[src/rtl/pattern_merge_pkg.sv]
// -----------------------------------------------------------------------------
// pattern_merge_pkg
// Shared constants and pure functions for the pattern_merge_pipe block:
//   - lane geometry and input/output bit positions of the pattern cell
//   - cell_fn   : four-function left-side pattern cell, 4-bit in -> {f3,f2,f1,f0}
//   - low_mask  : SIG_W-bit all-ones mask inside the widest signature container
//   - fold_fn   : XOR-fold of a beat into signature-width chunks
//   - misr_step : one MISR update step
// Functions work on fixed maximum-width containers so that they can be shared
// by any parameterisation. Callers must keep N_CH*LANE_W <= MAX_DATA_W and
// SIG_W <= MAX_SIG_W, zero-extend their operands into the containers and take
// the low SIG_W bits of the result.
// -----------------------------------------------------------------------------
package pattern_merge_pkg;

    localparam int LANE_W = 4;

    // Input bit positions inside a lane nibble.
    localparam int IN1_BIT = 0;
    localparam int IN2_BIT = 1;
    localparam int IN3_BIT = 2;
    localparam int IN4_BIT = 3;

    // Output bit position of f0 inside a lane nibble (hit detection).
    localparam int F0_BIT = 0;

    localparam int MAX_DATA_W = 256;
    localparam int MAX_SIG_W  = 64;

    typedef logic [MAX_DATA_W-1:0] wide_data_t;
    typedef logic [MAX_SIG_W-1:0]  wide_sig_t;

    function automatic logic [LANE_W-1:0] cell_fn(input logic [LANE_W-1:0] pat);
        logic in1, in2, in3, in4;
        logic f0, f1, f2, f3;
        in1 = pat[IN1_BIT];
        in2 = pat[IN2_BIT];
        in3 = pat[IN3_BIT];
        in4 = pat[IN4_BIT];
        f0  = in1 & ~in2;
        f1  = in1 & (in3 | in4);
        f2  = in1 & in2;
        f3  = ~in1 & ~in3;
        return {f3, f2, f1, f0};
    endfunction

    // Shifting an all-ones word left by sig_w (which may equal the container
    // width) and inverting yields sig_w ones without any variable bit index.
    function automatic wide_sig_t low_mask(input int sig_w);
        return ~({MAX_SIG_W{1'b1}} << sig_w);
    endfunction

    // Data above the caller's width is zero, so chunks beyond the real beat
    // contribute nothing; sig_w >= 2 bounds the chunk count to MAX_DATA_W/2.
    function automatic wide_sig_t fold_fn(input wide_data_t data, input int sig_w);
        wide_data_t rest;
        wide_sig_t  acc;
        wide_sig_t  mask;
        mask = low_mask(sig_w);
        rest = data;
        acc  = '0;
        for (int c = 0; c < MAX_DATA_W / 2; c++) begin
            acc  = acc ^ (rest[MAX_SIG_W-1:0] & mask);
            rest = rest >> sig_w;
        end
        return acc;
    endfunction

    function automatic wide_sig_t misr_step(input wide_sig_t sig, input wide_sig_t poly,
                                            input wide_sig_t fold, input int sig_w);
        wide_sig_t mask;
        wide_sig_t top;
        mask = low_mask(sig_w);
        top  = sig >> (sig_w - 1);
        return ((sig << 1) ^ (top[0] ? poly : '0) ^ fold) & mask;
    endfunction

endpackage

[src/rtl/pattern_merge_stage.sv]
// -----------------------------------------------------------------------------
// pattern_merge_stage
// One elastic register stage of the pattern pipeline. The stage loads
// {valid, data} whenever it is allowed to advance and holds otherwise.
// Ports:
//   clk      in   clock, rising edge
//   srst     in   synchronous active-high reset (clears valid and data)
//   adv_i    in   advance: stage is empty or its successor advances
//   valid_i  in   valid of the beat offered by the previous stage
//   data_i   in   data of the beat offered by the previous stage
//   valid_o  out  registered valid
//   data_o   out  registered data
// -----------------------------------------------------------------------------
module pattern_merge_stage #(
    parameter int W = 16
) (
    input  logic         clk,
    input  logic         srst,
    input  logic         adv_i,
    input  logic         valid_i,
    input  logic [W-1:0] data_i,
    output logic         valid_o,
    output logic [W-1:0] data_o
);

    logic         valid_q, valid_d;
    logic [W-1:0] data_q, data_d;

    always_comb begin
        valid_d = valid_q;
        data_d  = data_q;
        if (adv_i) begin
            valid_d = valid_i;
            data_d  = data_i;
        end
    end

    always_ff @(posedge clk) begin
        if (srst) begin
            valid_q <= 1'b0;
            data_q  <= '0;
        end else begin
            valid_q <= valid_d;
            data_q  <= data_d;
        end
    end

    assign valid_o = valid_q;
    assign data_o  = data_q;

endmodule

[src/rtl/pattern_merge_pipe.sv]
// -----------------------------------------------------------------------------
// pattern_merge_pipe
// N_CH lanes of the four-function pattern cell feeding a DEPTH-stage elastic
// valid/ready pipeline. Output transfers feed a MISR signature and a
// saturating counter of beats with any lane f0 set.
// Ports:
//   blif_clk_net    in   clock, rising edge
//   blif_reset_net  in   synchronous active-high reset
//   in_valid        in   input beat valid
//   in_ready        out  input beat accepted when in_valid & in_ready
//   in_pat          in   lane k at [4k+3:4k]; bit0=IN_1 .. bit3=IN_4
//   sig_en          in   enable signature update on output transfers
//   sig_clr         in   clear signature (wins over update)
//   out_valid       out  output beat valid
//   out_ready       in   downstream accept
//   out_cell        out  lane k = {f3,f2,f1,f0} at [4k+3:4k]
//   sig             out  MISR signature
//   hit_cnt         out  saturating count of transferred beats with any f0=1
// -----------------------------------------------------------------------------
module pattern_merge_pipe
    import pattern_merge_pkg::*;
#(
    parameter int                   N_CH  = 4,
    parameter int                   DEPTH = 2,
    parameter int                   SIG_W = 16,
    parameter logic [MAX_SIG_W-1:0] POLY  = 64'h1021,
    parameter int                   CNT_W = 8
) (
    input  logic                     blif_clk_net,
    input  logic                     blif_reset_net,
    input  logic                     in_valid,
    output logic                     in_ready,
    input  logic [N_CH*LANE_W-1:0]   in_pat,
    input  logic                     sig_en,
    input  logic                     sig_clr,
    output logic                     out_valid,
    input  logic                     out_ready,
    output logic [N_CH*LANE_W-1:0]   out_cell,
    output logic [SIG_W-1:0]         sig,
    output logic [CNT_W-1:0]         hit_cnt
);

    localparam int DATA_W = N_CH * LANE_W;

    logic [DATA_W-1:0]             cell_w;
    logic [N_CH-1:0]               f0_w;
    logic [DEPTH:0]                adv;
    logic [DEPTH-1:0]              stg_valid;
    logic [DEPTH-1:0][DATA_W-1:0]  stg_data;
    logic                          xfer;

    logic [SIG_W-1:0] sig_q, sig_d;
    logic [CNT_W-1:0] hit_q, hit_d;
    wide_data_t       data_ext;
    wide_sig_t        sig_ext;
    wide_sig_t        fold_ext;

    genvar gi;

    // Per-lane pattern cell on the input side, and f0 taps on the output side.
    generate
        for (gi = 0; gi < N_CH; gi++) begin : g_lane
            assign cell_w[gi*LANE_W +: LANE_W] = cell_fn(in_pat[gi*LANE_W +: LANE_W]);
            assign f0_w[gi] = out_cell[gi*LANE_W + F0_BIT];
        end
    endgenerate

    // Ready ripples back from the output: a stage may load if it is empty or
    // its successor is advancing. This lets a full chain accept and emit in
    // the same cycle when out_ready is high.
    always_comb begin
        adv        = '0;
        adv[DEPTH] = out_ready;
        for (int i = DEPTH - 1; i >= 0; i--) begin
            adv[i] = ~stg_valid[i] | adv[i+1];
        end
    end

    generate
        for (gi = 0; gi < DEPTH; gi++) begin : g_stage
            logic              v_in;
            logic [DATA_W-1:0] d_in;
            if (gi == 0) begin : g_first
                assign v_in = in_valid;
                assign d_in = cell_w;
            end else begin : g_rest
                assign v_in = stg_valid[gi-1];
                assign d_in = stg_data[gi-1];
            end
            pattern_merge_stage #(
                .W (DATA_W)
            ) u_stage (
                .clk     (blif_clk_net),
                .srst    (blif_reset_net),
                .adv_i   (adv[gi]),
                .valid_i (v_in),
                .data_i  (d_in),
                .valid_o (stg_valid[gi]),
                .data_o  (stg_data[gi])
            );
        end
    endgenerate

    // Stages are cleared during reset and would report ready; hold the
    // upstream off until reset is released.
    assign in_ready  = adv[0] & ~blif_reset_net;
    assign out_valid = stg_valid[DEPTH-1];
    assign out_cell  = stg_data[DEPTH-1];
    assign xfer      = out_valid & out_ready;

    always_comb begin
        data_ext               = '0;
        data_ext[DATA_W-1:0]   = out_cell;
        sig_ext                = '0;
        sig_ext[SIG_W-1:0]     = sig_q;
        fold_ext               = fold_fn(data_ext, SIG_W);

        sig_d = sig_q;
        if (sig_clr) begin
            sig_d = '0;
        end else if (xfer && sig_en) begin
            sig_d = SIG_W'(misr_step(sig_ext, POLY, fold_ext, SIG_W));
        end

        hit_d = hit_q;
        if (xfer && (|f0_w) && !(&hit_q)) begin
            hit_d = hit_q + CNT_W'(1);
        end
    end

    always_ff @(posedge blif_clk_net) begin
        if (blif_reset_net) begin
            sig_q <= '0;
            hit_q <= '0;
        end else begin
            sig_q <= sig_d;
            hit_q <= hit_d;
        end
    end

    assign sig     = sig_q;
    assign hit_cnt = hit_q;

endmodule

[config.mk]
export PLATFORM = sky130hd
export DESIGN_NAME = pattern_merge_pipe
export DESIGN_NICKNAME = d
export VERILOG_FILES = /design/src/rtl/pattern_merge_pkg.sv /design/src/rtl/pattern_merge_stage.sv /design/src/rtl/pattern_merge_pipe.sv
export SDC_FILE = /design/constraint.sdc
export NUM_CORES = 1
export LEC_CHECK = 0
export ABC_AREA = 1
export CORE_MARGIN = 1.5
export CORE_UTILIZATION = 44
export CTS_CLUSTER_SIZE = 12
export DETAILED_ROUTE_END_ITERATION = 16
export HOLD_SLACK_MARGIN = 0.03
export PLACE_DENSITY = 0.87
export SYNTH_ARGS = -nofsm -noshare
export SYNTH_HDL_FRONTEND = slang
export SYNTH_SLANG_ARGS = --single-unit
[constraint.sdc]
create_clock -name blif_clk_net -period 1.2 [get_ports blif_clk_net]
set_input_delay 0.24 -clock blif_clk_net [delete_from_list [all_inputs] [get_ports blif_clk_net]]
set_output_delay 0.24 -clock blif_clk_net [all_outputs]
set_load 0.01 [all_outputs]
==> results of run 1 <==
-- metrics by stage --
stage                     setup slack [ns]  util [%]  cells
after floorplan                     0.0121         -    317
after global placement              -0.562      61.4    469
after detailed placement            -0.585      61.4    469
after CTS                           -0.130      66.8    491
after global routing                -0.200      71.1    498
final                               -0.123      71.1    498
-- critical path: stages, from the launching register on --
cell     delay, ns
dfxtp_2       0.34
inv_2         0.04
nor2_4        0.11
nand2_4       0.06
nand2_2       0.06
inv_2         0.03
buf_6         0.11
-- cell families (layout without fill, tap and decap cells) --
family | Yosys count | in the layout
adders and majority gates | 1 | 1
buffers and inverters | 43 | 151
and+or+nand+nor | 116 | 117
AOI/OAI and AO/OA | 80 | 80
xor gates and xnor gates | 19 | 19
DFF | 58 | 58
-- power by group through the flow --
| stage | clock [mW] | sequential [mW] | combinational, mW |
|---|---|---|---|
| after floorplan | 0 | 2.09 | 0.173 |
| after global placement | 0 | 2.07 | 0.413 |
| after global routing | 2.04 | 2.04 | 0.538 |
| final | 1.96 | 2.04 | 0.501 |
| after CTS | 1.94 | 2.03 | 0.424 |
| after detailed placement | 0 | 2.08 | 0.424 |
-- flip-flops by register name, summed over array words and instances (netlist names) --
| register | flops |
|---|---|
| g_stage.u_stage.valid_o | 2 |
| hit_cnt | 8 |
| g_stage.u_stage.data_o | 32 |
| sig | 16 |
-- cell usage after synthesis, drive strengths merged --
| library cell | number |
|---|---|
| clkinv | 1 |
| dfxtp | 58 |
| o21a | 1 |
| xor2 | 17 |
| buf | 10 |
| xnor2 | 2 |
| nor2 | 60 |
| clkbuf | 3 |
| nand3 | 13 |
| o21ai | 44 |
| nand2 | 38 |
| nand3b | 4 |
| a21oi | 31 |
| o211ai | 1 |
| o211a | 2 |
| ha | 1 |
| nand4 | 1 |
| inv | 29 |
| a211oi | 1 |
-- placed cells by master, fill, tap and decap left out, types with 11 or more instances in the layout --
master / netlist / routed
o21ai_1: 3 / 15
nand3_1: 13 / 12
nand2_1: 34 / 28
a21oi_1: 31 / 29
nor2_2: 1 / 15
clkdlybuf4s50_1: 0 / 20
xor2_1: 17 / 17
clkdlybuf4s15_2: 0 / 14
clkdlybuf4s15_1: 0 / 12
buf_4: 1 / 33
inv_1: 25 / 20
clkbuf_2: 1 / 11
dfxtp_2: 0 / 19
dfxtp_1: 58 / 35
nor2_1: 57 / 42
o21ai_0: 41 / 20
-- worst max-delay path by stage --
stage                      end  slack [ns]                  startpoint
finish                in_ready       -0.12  g_stage[1].u_stage.valid_o
global route          in_ready       -0.20  g_stage[1].u_stage.valid_o
CTS                   in_ready       -0.13  g_stage[1].u_stage.valid_o
detailed placement    in_ready       -0.58                   out_ready
global placement      in_ready       -0.56                   out_ready
floorplan           hit_cnt[1]        0.01                  hit_cnt[0]
-- layer usage --
metal	up-vias	share of wire, %	wire length, um	track usage [%]
li1	1243	-	-	-
met1	1260	40	3130	28.6
met2	171	48	3770	35.3
met3	38	7.8	607	4.88
met4	0	4.0	316	12.9
met5	-	0	0	0
-- area by class of cell --
type,instances,area (um^2),area share [%]
inverters,30,134,3.44
clock inverters,3,65.1,1.67
repair buffers,107,1000,25.7
flip-flops and latches,58,1200,30.8
multi-input cells,217,1260,32.4
well taps,72,90.1,2.31
clock buffers,11,141,3.63
-- repair_timing --
| item | in CTS | in global routing |
|---|---|---|
| endpoints found under the setup margin | 83 | 83 |
| setup buffers | 7 | 5 |
| resized for setup | 107 | 111 |
| cloned | 1 | 2 |
| hold endpoints to repair | 0 | 0 |
| pin swaps | 2 | 16 |
==> key figures, run 1 <==
Outcome
  • Outcome: finished, violations left
  • Failing checks: negative setup slack

GRT
  • Grt ovf: 0
  • Global-route wire length before repair: 10,700 um
  • Vias in the first global route: about 2,300
  • Initial antenna violation count: 0
  • Largest net degree at the start of global routing: 30
  • Gr usage total: between 20% and 30%

STA
  • Final period util: 110%
  • Setup_tns: -0.877 ns
  • Final hold slack: between 0.4 and 0.5 ns
  • Final setup fails: 21
  • Worst Tran Pin Value: 0.270 ns
  • Period minus WS final: around 1.3 ns
  • Final setup skew: 0.0150 ns
  • Unrepaired setup endpoints after global routing: yes
  • Hold Vio Cnt, Final: 0
  • F_max: 756 MHz
  • Max_slew headroom: between 80% and 90%
  • Setup WS post-layout: -0.123 ns
  • Final Max Tran Viols: 0

Logic synthesis
  • Cell area after synthesis: 2490 um^2
  • Synth area leader: dfxtp_1
  • Adder-cell area share of the yosys netlist: 0.503%
  • Multiplexer area fraction after synthesis: 0%
  • Number of synthesized register bits: 58
  • Synth Area per Inst: 7.84 um^2
  • Seq/Total Area, Yosys: 46.7%
  • Simple-gate share of the synthesized area: 20.4%
  • Main combinational cell family by area after synthesis: simple AND/OR/NAND/NOR gates
  • Xor-xnor portion of the synthesized cell area: approximately 6.7%
  • Synth area leaders: dfxtp_1 (47%), nor2_1 (8.6%), o21ai_0 (8.3%), a21oi_1 (6.2%), xor2_1 (6.0%)
  • Syn_nets: 340
  • Synth Area in Compound Gates: around 17%
  • Synth top area share: 46.7%
  • Yosys cell types: 28
  • Synth Warn #: 0
  • Post-synthesis instance total: between 300 and 400

Power and ir drop
  • Clock share of power: 43.5%
  • Seq pwr share: 45.3%
  • Cell Int Power: around 3.4 mW
  • Combinational power share: 11.1%
  • Psw: 1.06 mW
  • Final Total Pwr: around 4.5 mW
  • Pwr dens: 1150 nW/um^2
  • Sw frac: between 20% and 30%
  • Leakage: between 1.5 and 2 nW
  • Peak VDD IR: between 700 and 800 uV

Worst setup path
  • R2R setup slack: -0.09 ns
  • R2r endpoint: g_stage[1].u_stage.data_o[0]
  • Worst EP arrival: ~1.1 ns
  • WS Path Type: reg2out
  • Worst Reg-to-Reg Cells: 8
  • CP startpoint kind: flop
  • Crit Path Max Fanout: 2
  • Reg-to-Reg Start: g_stage[1].u_stage.valid_o
  • Data required, critical path: approximately 0.96 ns
  • Nature of the critical path endpoint: output port

CTS
  • Root buffer cell: clkbuf_8
  • TritonCTS Sinks: 58
  • H-Tree Depth: 3
  • Max clock buf depth: 2
  • CTS tree: done
  • Clock Pin Slew Worst Setup and Hold Paths: 0.06 ns
  • Clk_lat worst skew: between 0.3 and 0.4 ns
  • Hold_buf cts: 0
  • CTS Buf Count: 9

Worst hold path
  • Worst hold path depth: 2
  • HP Class: reg2reg
  • Hold path endpoint: sig[1]
  • Min-delay src: sig[1]

Drt
  • Detailed Routing Iterations Pass 1: 5
  • Via-to-Cell Ratio: 5.45
  • DRC: 0
  • Antenna-violating nets left: 0
  • Mean routed wirelength per cell: 15.7 um
  • Vias post-DR: 2,712
  • WL final: approximately 7800 um
  • DR iter-0 viols: between 200 and 250

Flow run
  • Max Cap Viol: 0

Final layout
  • Area growth, synth to finish: 56.6%
  • Diode count: 0
  • Ratio of cells with drive above 1 in the final layout: 37.8%
  • NumNets Final: 446
  • Finished Cell Area: 3890 um^2
  • Filler cell count: about 350

Placement
  • Final RePlAce weighted congestion: 0.866
  • DP Area: 3360 um^2
  • Port bufs: 63
  • HPWL after DPL: 4340 um

Floorplanning
  • Initial core utilization: 45.4%
  • Row count: 27
  • Die ar.: 6110 um^2
  • Die height: 78.2 um
  • CORE AREA: 5470 um^2
  • Die Wd: 78.2 um
  • Boundary pin count: 64
No activity file was read; power rests on OpenSTA's default activity.
==> inputs of run 2 (changes only) <==
--- a/config.mk
+++ b/config.mk
@@ -8,6 +8,7 @@
 export ABC_AREA = 1
 export CORE_MARGIN = 1.5
 export CORE_UTILIZATION = 44
+export CTS_CLUSTER_DIAMETER = 100
 export CTS_CLUSTER_SIZE = 12
 export DETAILED_ROUTE_END_ITERATION = 16
 export HOLD_SLACK_MARGIN = 0.03
==> results of run 2 <==
Final layout, timing and power as in run 1 (identical DEF).
==> inputs of run 3 (changes only) <==
--- a/config.mk
+++ b/config.mk
@@ -11,8 +11,10 @@
 export CTS_CLUSTER_DIAMETER = 100
 export CTS_CLUSTER_SIZE = 12
 export DETAILED_ROUTE_END_ITERATION = 16
+export GPL_ROUTABILITY_DRIVEN = 0
 export HOLD_SLACK_MARGIN = 0.03
 export PLACE_DENSITY = 0.87
+export SETUP_SLACK_MARGIN = 0.15
 export SYNTH_ARGS = -nofsm -noshare
 export SYNTH_HDL_FRONTEND = slang
 export SYNTH_SLANG_ARGS = --single-unit
==> run 3 against run 2 <==
Effect of this change:
- the run still ends with negative setup slack left
- critical path depth increased by 2
- clock skew down 0.0024 ns
- routed wire length increased by 41%
- hold slack improved by 0.020 ns
- die area stayed put
- combinational power increased by 29%
- via count grew 9.0%
- design area rose by 16%
- maximum frequency down 4.6%
- sequential power about the same
- largest power group is now the clock network
==> key figures, run 3 (synthesis gave the netlist of run 1 again) <==
Drt
  • Mean routed wirelength per cell: 21.2 um (+35%)
  • DR iter-0 viols: 304 (+38%)
  • Vias post-DR: 2,955 (+9.0%)
  • WL final: 11,000 um (+41%)
  • Via-to-Cell Ratio: 5.69 (+4.6%)
  • Detailed Routing Iterations Pass 1: 5 (unchanged)
  • Antenna-violating nets left: 0 (unchanged)
  • DRC: 0 (unchanged)

Outcome
  • Failing checks: negative setup slack
  • Outcome: finished, violations left

Worst setup path
  • Worst Reg-to-Reg Cells: 8 (unchanged)
  • R2r endpoint: sig[10]
  • CP Depth: 8 (+2)
  • WS Path Type: reg2reg
  • Cells along the critical path: buf_4 -> buf_6 -> nand2_4 -> inv_8 -> nand2_8 -> buf_6 -> buf_16 -> a21oi_2
  • R2R setup slack: -0.19 ns (-0.10 ns)
  • Crit Path Max Fanout: 7 (+5)
  • Reg-to-Reg Start: g_stage[1].u_stage.valid_o
  • CP max-delay cell: dfxtp_2
  • Critical Path Source: g_stage[1].u_stage.valid_o
  • Worst path most repeated cell: buf_6
  • Worst setup endpoint: sig[10]
  • Nature of the critical path endpoint: flop
  • CP startpoint kind: flop
  • Family with the most delay on the worst path: buffers and inverters
  • Worst path max stage delay: 0.36 ns (+0.02 ns)
  • Worst EP arrival: 1.65 ns (+0.57 ns)
  • WP buf/inv: 5 (+2)
  • Data required, critical path: 1.47 ns (+0.51 ns)

CTS
  • CTS tree: done
  • Hold_buf cts: 0 (unchanged)
  • Clock Pin Slew Worst Setup and Hold Paths: 0.08 ns (+0.02 ns)
  • Clk_lat worst skew: 0.35 ns (about the same)
  • Max clock buf depth: 2 (unchanged)
  • Root buffer cell: clkbuf_8
  • TritonCTS Sinks: 58 (unchanged)
  • H-Tree Depth: 3 (unchanged)
  • CTS Buf Count: 9 (unchanged)

Power and ir drop
  • Clock share of power: 44.6% (+1.1 points)
  • Leakage: 1.96 nW (+12%)
  • Final Total Pwr: 4.87 mW (+8.2%)
  • Sw frac: 26.1% (+2.6 points)
  • Cell Int Power: 3.60 mW (+4.6%)
  • Peak VDD IR: 675 uV (-6.3%)
  • Psw: 1.27 mW (+20%)
  • Seq pwr share: 42.2% (-3.1 points)
  • Pwr dens: 1080 nW/um^2 (-6.5%)
  • Combinational power share: 13.2% (+2.1 points)

Final layout
  • Most frequent cells in the layout: buf_6 (51), buf_4 (47), nor2_1 (36), dfxtp_2 (34), nand2_1 (28)
  • Commonest non-fill, non-tap cell in the layout: buf_6
  • Diode count: 0 (unchanged)
  • Non-filler cells, final: 519 (+4.2%)
  • Ratio of cells with drive above 1 in the final layout: 55.0% (+17 points)
  • Final Core Density: 82.4% (+11 points)
  • Area growth, synth to finish: 81.3%
  • Finished Cell Area: 4510 um^2 (+16%)
  • Footprint of the multi-input gates: 1510 um^2 (+20%)
  • Largest register FFs: 32 (unchanged)
  • Filler cell count: 250 (-29%)
  • NumNets Final: 465 (+4.3%)
  • Register area: 1230 um^2 (+2.5%)

STA
  • Final period util: 116% (+5.3 points)
  • Setup WS post-layout: -0.187 ns (-0.0636 ns)
  • Max_slew headroom: 77.4% (-4.5 points)
  • Final hold slack: 0.487 ns (+0.0198 ns)
  • Worst Tran Pin Value: 0.338 ns (+0.0675 ns)
  • Unrepaired setup endpoints after global routing: yes
  • F_max: 721 MHz (-4.6%)
  • Setup_tns: -5.64 ns (-4.76 ns)
  • Final Max Tran Viols: 0 (unchanged)
  • Final setup skew: 0.0126 ns (-0.00241 ns)
  • Hold Vio Cnt, Final: 0 (unchanged)
  • Period minus WS final: 1.39 ns (+0.0636 ns)
  • Final setup fails: 53 (+150%)

Floorplanning
  • Boundary pin count: 64 (unchanged)
  • Initial core utilization: 45.4% (unchanged)
  • Die Wd: 78.2 um (unchanged)
  • CORE AREA: 5470 um^2 (unchanged)
  • Die ar.: 6110 um^2 (unchanged)
  • Die height: 78.2 um (unchanged)
  • Row count: 27 (unchanged)

GRT
  • Global-route wire length before repair: 13,500 um (+26%)
  • Vias in the first global route: 2,711 (+19%)
  • Gr usage total: 29.2% (+6.7 points)
  • Initial antenna violation count: 0 (unchanged)
  • Largest net degree at the start of global routing: 28 (-6.7%)
  • Grt ovf: 0 (unchanged)

Worst hold path
  • HP Class: reg2reg

Placement
  • Placed cell count: 469 (unchanged)
  • Port bufs: 63 (unchanged)
  • Post-place setup slack: -0.559 ns (+0.0257 ns)
  • HPWL after DPL: 4330 um (-0.39%)
  • DP Area: 3400 um^2 (+1.3%)

Flow run
  • Max Cap Viol: 0 (unchanged)
[run 3: changes by cell type in the layout (fill, tap and decap cells not counted), sizes merged]
cell           change
buf               +60
clkbuf            -12
clkdlybuf4s15     -26
clkinv             +1
clkinvlp           +1
dlygate4sd2        -2
inv                -1
[run 3: how the worst min path moves through the flow]
stage | startpoint | endpoint | slack (ns) | depth (start not counted)
after floorplan | in_valid | g_stage[0].u_stage.valid_o | 0.36 | 1
after global placement | g_stage[0].u_stage.data_o[6] | g_stage[0].u_stage.data_o[6] | 0.45 | 2
after detailed placement | g_stage[0].u_stage.data_o[2] | g_stage[0].u_stage.data_o[2] | 0.46 | 2
after CTS | g_stage[0].u_stage.data_o[13] | g_stage[0].u_stage.data_o[13] | 0.47 | 2
after global routing | g_stage[0].u_stage.data_o[4] | g_stage[0].u_stage.data_o[4] | 0.50 | 2
final | g_stage[0].u_stage.data_o[4] | g_stage[0].u_stage.data_o[4] | 0.49 | 2
[run 3: timing repair]
| item | CTS | global route |
|---|---|---|
| setup buffers | 24 | 6 |
| setup endpoints to repair | 99 | 100 |
| pin swaps | 24 | 13 |
| gates resized for setup | 295 | 87 |
| gates cloned | 3 | 1 |
[run 3: worst reg2reg max path, delay by kind of cell (launching register included)]
family | cells | cell delay, ns
and+or+nand+nor | 2 | 0.14
AOI/OAI and AO/OA | 1 | 0.19
buffers and inverters | 5 | 0.63
DFF | 1 | 0.36
[run 3: final cells by class]
cell class / count / area share, %
well taps: 72 / 2.00
clock inverters: 4 / 1.61
multi-input cells: 217 / 33.6
flip-flops and latches: 58 / 27.3
clock buffers: 12 / 3.47
repair buffers: 126 / 28.7
inverters: 30 / 3.33
[run 3: power groups by stage]
| stage | clock network (mW) | logic (mW) | registers (mW) |
|---|---|---|---|
| final | 2.17 | 0.644 | 2.05 |
| after global routing | 2.25 | 0.675 | 2.05 |
| after CTS | 2.09 | 0.520 | 2.03 |
| after detailed placement | 0 | 0.428 | 2.08 |
| after global placement | 0 | 0.413 | 2.07 |
| after floorplan | 0 | 0.177 | 2.09 |
[run 3: per-layer routing]
metal | wire length (um) | part of all wire (%) | global-route usage (%) | up-vias
met5 | 0 | 0 | 0 | -
met4 | 745 | 6.8 | 18.4 | 0
met3 | 788 | 7.2 | 7.09 | 65
met2 | 5570 | 51 | 50.7 | 224
met1 | 3910 | 35 | 31.8 | 1382
li1 | - | - | - | 1284
